--- src/rtl/alu_nibble_sequencer.sv ---
// Nibble-serial ALU: runs W-bit add/sub/logic ops through one 4-bit adder slice,
// LSB nibble first, with carry chained between cycles.

module adder (
    input  logic [3:0] a,
    input  logic [3:0] b,
    input  logic       c_in,
    output logic [3:0] y,
    output logic       c_out,
    output logic       v
);
    logic [4:0] sum;

    assign sum   = {1'b0, a} + {1'b0, b} + {4'd0, c_in};
    assign y     = sum[3:0];
    assign c_out = sum[4];
    assign v     = (a[3] == b[3]) && (y[3] != a[3]);
endmodule

// state | meaning
// IDLE  | waiting for start; captures operands and func on accept
// RUN   | one nibble per enabled edge, LSB first
// DONE  | result/flags valid, done high for one enabled cycle
module alu_nibble_sequencer #(
    parameter int NIBBLES = 2
) (
    input  logic                 clk,
    input  logic                 rst_n,
    input  logic                 ena,
    input  logic                 start,
    input  logic [2:0]           func,
    input  logic [4*NIBBLES-1:0] op_a,
    input  logic [4*NIBBLES-1:0] op_b,
    output logic                 busy,
    output logic                 done,
    output logic [4*NIBBLES-1:0] result,
    output logic [3:0]           flags
);
    localparam int W = 4 * NIBBLES;
    localparam logic [1:0] LAST_IDX = 2'(NIBBLES - 1);

    localparam logic [2:0] F_ADD = 3'b000;
    localparam logic [2:0] F_SUB = 3'b001;
    localparam logic [2:0] F_AND = 3'b010;
    localparam logic [2:0] F_OR  = 3'b011;
    localparam logic [2:0] F_XOR = 3'b100;

    typedef enum logic [1:0] {IDLE, RUN, DONE} state_t;

    state_t         state, state_next;
    logic [1:0]     idx;
    logic           carry;
    logic [2:0]     func_q;
    logic [W-1:0]   a_sr, b_sr, r_sr;

    logic [3:0]     slice_a, slice_b, add_y, nibble;
    logic           add_c, add_v, is_arith, last;
    logic [W-1:0]   r_next;
    logic [3:0]     flags_next;

    assign slice_a  = a_sr[3:0];
    assign slice_b  = (func_q == F_SUB) ? ~b_sr[3:0] : b_sr[3:0];
    assign is_arith = (func_q == F_ADD) || (func_q == F_SUB);
    assign last     = (idx == LAST_IDX);

    adder u_adder (
        .a     (slice_a),
        .b     (slice_b),
        .c_in  (carry),
        .y     (add_y),
        .c_out (add_c),
        .v     (add_v)
    );

    always_comb begin
        nibble = slice_a;
        case (func_q)
            F_ADD, F_SUB: nibble = add_y;
            F_AND:        nibble = slice_a & slice_b;
            F_OR:         nibble = slice_a | slice_b;
            F_XOR:        nibble = slice_a ^ slice_b;
            default:      nibble = slice_a;
        endcase
    end

    // Shift form keeps NIBBLES=1 legal (no empty part-select).
    assign r_next     = (r_sr >> 4) | (W'(nibble) << (W - 4));
    assign flags_next = {(r_next == '0), r_next[W-1], is_arith & add_c, is_arith & add_v};

    always_ff @(posedge clk or negedge rst_n) begin
        if (!rst_n)
            state <= IDLE;
        else if (ena)
            state <= state_next;
    end

    always_comb begin
        state_next = state;
        case (state)
            IDLE:    if (start) state_next = RUN;
            RUN:     if (last) state_next = DONE;
            DONE:    state_next = IDLE;
            default: state_next = IDLE;
        endcase
    end

    always_ff @(posedge clk or negedge rst_n) begin
        if (!rst_n) begin
            idx    <= '0;
            carry  <= 1'b0;
            func_q <= '0;
            a_sr   <= '0;
            b_sr   <= '0;
            r_sr   <= '0;
            result <= '0;
            flags  <= '0;
        end else if (ena) begin
            case (state)
                IDLE: if (start) begin
                    a_sr   <= op_a;
                    b_sr   <= op_b;
                    func_q <= func;
                    idx    <= '0;
                    carry  <= (func == F_SUB);
                end
                RUN: begin
                    r_sr  <= r_next;
                    a_sr  <= a_sr >> 4;
                    b_sr  <= b_sr >> 4;
                    carry <= add_c;
                    idx   <= idx + 2'd1;
                    if (last) begin
                        result <= r_next;
                        flags  <= flags_next;
                    end
                end
                default: ;
            endcase
        end
    end

    assign busy = (state == RUN);
    assign done = (state == DONE);
endmodule

--- config.mk ---
export PLATFORM = sky130hd
export DESIGN_NAME = alu_nibble_sequencer
export DESIGN_NICKNAME = d
export VERILOG_FILES = /design/src/rtl/alu_nibble_sequencer.sv
export SDC_FILE = /design/constraint.sdc
export NUM_CORES = 1
export LEC_CHECK = 0
export ABC_AREA = 1
export ABC_CLOCK_PERIOD_IN_PS = 3000
export CAP_MARGIN = 0
export CORE_MARGIN = 5
export CORE_UTILIZATION = 53
export CTS_CLUSTER_DIAMETER = 30
export DETAILED_ROUTE_END_ITERATION = 16
export GPL_TIMING_DRIVEN = 0
export PLACE_DENSITY = 0.82
export SLEW_MARGIN = 20
export SYNTH_ARGS = -nofsm -noshare
export SYNTH_HDL_FRONTEND = slang
export SYNTH_SLANG_ARGS = --single-unit
--- constraint.sdc ---
create_clock -name clk -period 3 [get_ports clk]
set_input_delay 0.6 -clock clk [delete_from_list [all_inputs] [get_ports clk]]
set_output_delay 0.6 -clock clk [all_outputs]
set_load 0.02 [all_outputs]
# Yosys cells after proc, flatten, opt, wreduce, memory -nomap -nowiden
# Cells that the tools add are included.
# word_totals
register_bits	44
elab_cells	56
# op_classes
addsub	3
eq_ne	12
muxes	13
bitwise_logic	7
n_reduce_logical	12
# op_table
cell	n
$pmux W8 S2	2
$mux W8	2
$pmux W4 S4	1
$reduce_and A3 Y1	4
$logic_not A8 Y1	1
$or A4 B8 Y8	1
$pmux W2 S2	2
$eq A3 B1 Y1 const B	2
$eq A3 B2 Y1 const B	2
$mux W2	3
$add A4 B4 Y5	1
$add A5 B1 Y5	1
$and A4 B4 Y4	1
$eq A2 B1 Y1 const B	2
$mux W4	1
$not A4 Y4	1
$or A4 B4 Y4	1
$xor A4 B4 Y4	1
$eq A3 B3 Y1 const B	1
$logic_not A3 Y1	1
$add A2 B1 Y2 const B	1
$and A1 B1 Y1	2
$eq A2 B2 Y1 const B	1
$logic_not A2 Y1	1
other kinds (11)	11

# Logic depth before layout (Yosys ltp)
# depth
ltp_word	7
depth_mapped	16
mapped_depth_nobuf	15

# Cells and area by module
# A second synthesis with hierarchy kept.
# hier_totals
hier_cells	267
area_unflattened_um2	2238.4
# by_module_without_submodules
mod	seq_area_each_um2	instances	cells_per_inst	area_per_inst_um2
alu_nibble_sequencer	975.9	1	240	2043.2
adder	0.0	1	27	195.2

# Least setup slack after synthesis
# Ideal clock, no wire load.
# synth_path
path_kind	flip-flop to flip-flop
from	register func_q[1]
to	register flags[3]
t_arrival_ps	2353
required_ps	2935
setup_slack_ps	582
synth_period_minus_slack_ps	2418
stages_incl_launch_ff	15
cell_sequence	dfrtp_1 > buf_2 > nor2_2 > nand2_1 > xor2_1 > fa_1 > inv_1 > fa_1 > nand2_1 > nand2_1 > nor2_1 > nand2_1 > nor2_1 > nand3_1 > nand2_1
# synth_via
elab_chain_len	7
elab_cells_between_ends	15
# synth_lines
item	line	source
start, declared	53	logic [2:0] func_q;
start signal, assigned	122	func_q <= func;
$eq A3 B1 Y1	62, 77	
$mux W4	62	assign slice_b = (func_q == F_SUB) ? ~b_sr[3:0] : b_sr[3:0];
$add A4 B4 Y5	14	assign sum = {1'b0, a} + {1'b0, b} + {4'd0, c_in};
$add A5 B1 Y5	14	
$pmux W4 S4 (*)	77	case (func_q)
$or A4 B8 Y8 (*)	87	assign r_next = (r_sr >> 4) | (W'(nibble) << (W - 4));
$logic_not A8 Y1 (*)	88	assign flags_next = {(r_next == '0), r_next[W-1], is_arith & add_c, is_arith & add_v};
end signal, assigned	134	flags <= flags_next;
end, declared	37	output logic [3:0] flags
# Mark *: on every way between the ends. The rest lies on a longest branch, timed or not.
# A chain may end at the register's enable or synchronous reset.

# Final worst setup path
# Same ends and word-level chain as after synthesis.

==> out/metrics.cfg <==
[synthesis]
synth_top_cell_by_area = dfrtp_1
synth.top_cell.area_share = 0.454
yosys_warnings = 0
synth_fp_nets = 305
netlist_area_um2 = 2150
syn_inst = 271
ys_types = 25
synth_seq_area_share = 0.454
ys_top_cells_by_area = dfrtp_1, nand2_1, inv_1, ha_1, a21oi_1
syn_avg_cell_area_um2 = 7.93
synth-seq-cells = 39

[sta]
fin_crit_ns = 2.66
setup_tns_ns = 0
maxSlewViolCount = 0
finClkSkew_ns = 0.00630
post-route-period-util = 0.887
final-hold-violation-count = 0
worst_slew_pin_slew_ns = 0.431
rsz0062_at_grt = no
max_freq_mhz = 376
holdWs_ns = 0.132
relSlewSlack = 0.713
setup_violations = 0

[clock_network]
numCtsBuffers = 5
tritoncts = built
cts_setup_buffers = 0
clk_latency_ns = 0.29
htreeDepth = 2
clkSinkCount = 39
root_buffer = clkbuf_8
clock_path_buffers = 2
clk_pin_slew_ns = 0.08

[hold_path]
worstHoldPathType = input pin to asynchronous set/reset pin

[run_status]
status = complete, no violations

[floorplan]
die_area_um2 = 5430
coreArea_um2 = 3970
fp.dieH_um = 73.7
die_x_um = 73.7
initial_core_util = 0.541
io_pins = 37
num_rows = 23

[setup_path]
r2r_slack_ns = 0.34
path_delay_family = simple AND/OR/NAND/NOR gates
cp_max_fo = 8
cp_cell_sequence = buf_2 > nor2_4 > nand2_2 > xor2_2 > fa_1 > inv_1 > fa_1 > nand2_1 > nand2_1 > nor2_1 > nand2_1 > nor2_1 > nand3_1 > nand2_1
cp.arrival_ns = 2.90
crit_required_ns = 3.24
crit_path_end_kind = flip-flop
path_buf_inv = 2
crit_top_cell = nand2_1
reg2reg_from = func_q[1]
path_class = flip-flop to flip-flop
critPathCapture = flags[3]
ff2ff_path_depth = 14
timing.critical_path.slowest_stage_cell = fa_1
reg2reg_to = flags[3]
startpoint = func_q[1]
cpPeakStageDelay_ns = 0.43
path_depth = 14
start_kind = flip-flop

[power_and_ir_drop]
power_mw = 3.09
internal-power_mw = 1.68
pwr-share-seq = 0.308
combPwrFrac = 0.551
p_sw_frac = 0.458
p_sw_mw = 1.42
power_frac_clock = 0.142
power_density_nw_per_um2 = 1140
peakVddDrop_mv = 0.550
p_leak_nw = 1.35

[drt]
wl_per_cell_um = 12.9
first_pass_iters = 4
drt_iter0_markers = 121
routed_wl_um = 4740
vias = 1890
drtAntennaViolNets = 0
drc = 0
via_per_inst = 5.16

[finish]
diodes = 0
fin_nets = 349
design_area_um2 = 2710
drive_gt1_frac = 0.104
syn_to_final_growth_pct = 26.3

[grt]
grt_start_max_net_pins = 34
antenna_found_initial = 0
grt_usage = 0.195
grt_pass1_wl_um = 8050
grt_overflow = 0
grt_pass1_vias = 1812

[place]
dpl-instance-area_um2 = 2590
port-buffer-count = 36
dp_hpwl_um = 3680
gp_congestion = 0.921

[run]
drv_cap = 0

[worst min-delay path by stage]
| stage | startpoint | end | slack, ns |
|---|---|---|---|
| 5_1_grt | rst_n | result[4] | 0.12 |
| 3_5_place_dp | rst_n | result[6] | 0.45 |
| 2_1_floorplan | rst_n | a_sr[0] | 0.30 |
| 6_report | rst_n | result[6] | 0.13 |
| 3_3_place_gp | result[3] | result[3] | 0.46 |
| 4_1_cts | rst_n | result[6] | 0.12 |
[Yosys cell counts (all sizes together)]
library cell / n
buf: 8
a22oi: 4
o22ai: 1
nand3: 12
o211ai: 1
clkbuf: 1
xor2: 5
ha: 9
nand2: 79
o31ai: 1
nand4: 4
o21ai: 23
dfrtp: 39
fa: 2
inv: 41
nor2: 22
a21oi: 16
nor3: 3
[flip-flops by register name, indices dropped and copies added (netlist names)]
signal  count
state       2
func_q      3
carry       1
b_sr        8
result      7
a_sr        8
idx         2
flags       4
r_sr        4
[repair_timing]
action                                  in CTS  in global routing
endpoints found under the setup margin       0                  3
resized for setup                            0                  3
hold buffers                                 0                  0
[routing by layer]
metal	wire length, um	GRT usage
met1	2030	0.249
met2	2320	0.314
met3	310	0.0465
met4	77	0.0865
met5	0	0
[placed cells by master, fill, tap and decap left out, drive strengths merged, types with 2 or more instances in the layout]
master          n
o21ai          23
nor2           22
a21oi          16
clkdlybuf4s50  35
buf            10
clkbuf          6
xor2            5
dfrtp          39
nand4           4
ha              9
fa              2
nand2          79
nand3          12
a22oi           4
inv            41
clkinv          2
nor3            3
[power groups by stage]
stage / Combinational (mW) / Sequential, mW / Clock, mW
2_1_floorplan: 1.13 / 0.990 / 0
3_3_place_gp: 1.63 / 0.942 / 0
6_report: 1.70 / 0.952 / 0.438
5_1_grt: 1.94 / 0.982 / 0.474
3_5_place_dp: 1.69 / 0.953 / 0
4_1_cts: 1.70 / 0.944 / 0.449
[worst reg2reg max path, delay by kind of cell, from the launching register on]
family                   cells  cell delay (ns)
flip-flops                   1             0.36
XOR/XNOR                     1             0.19
buffers and inverters        2             0.31
adder cells (fa/ha/maj)      2             0.82
AND/OR/NAND/NOR              9             0.92
[per-stage QoR]
stage / instances / worst slack, ns / util
after floorplan: 271 / 0.582 / -
after global placement: 357 / 0.169 / 0.647
after detailed placement: 358 / 0.166 / 0.651
after CTS: 366 / 0.141 / 0.680
after global routing: 366 / 0.115 / 0.683
final: 366 / 0.340 / 0.683
[cell families after synthesis]
| kind of cell | after synthesis | share of synthesized area |
|---|---|---|
| flops | 39 | 0.454 |
| xor+xnor | 5 | 0.0204 |
| buf+inv | 50 | 0.0990 |
| simple gates | 120 | 0.241 |
| fa+ha+maj | 11 | 0.0711 |
| compound gates | 46 | 0.115 |
[layout make-up]
cell class	instances	area (um^2)
Buffer	9	58.8
Multi-Input combinational cell	182	975
Sequential cell	39	976
Clock inverter	3	43.8
Timing Repair Buffer	37	375
Fill cell	330	1260
Clock buffer	5	68.8
Inverter	41	154
Tap cell	50	62.6
No activity file was read; power rests on OpenSTA's default activity.
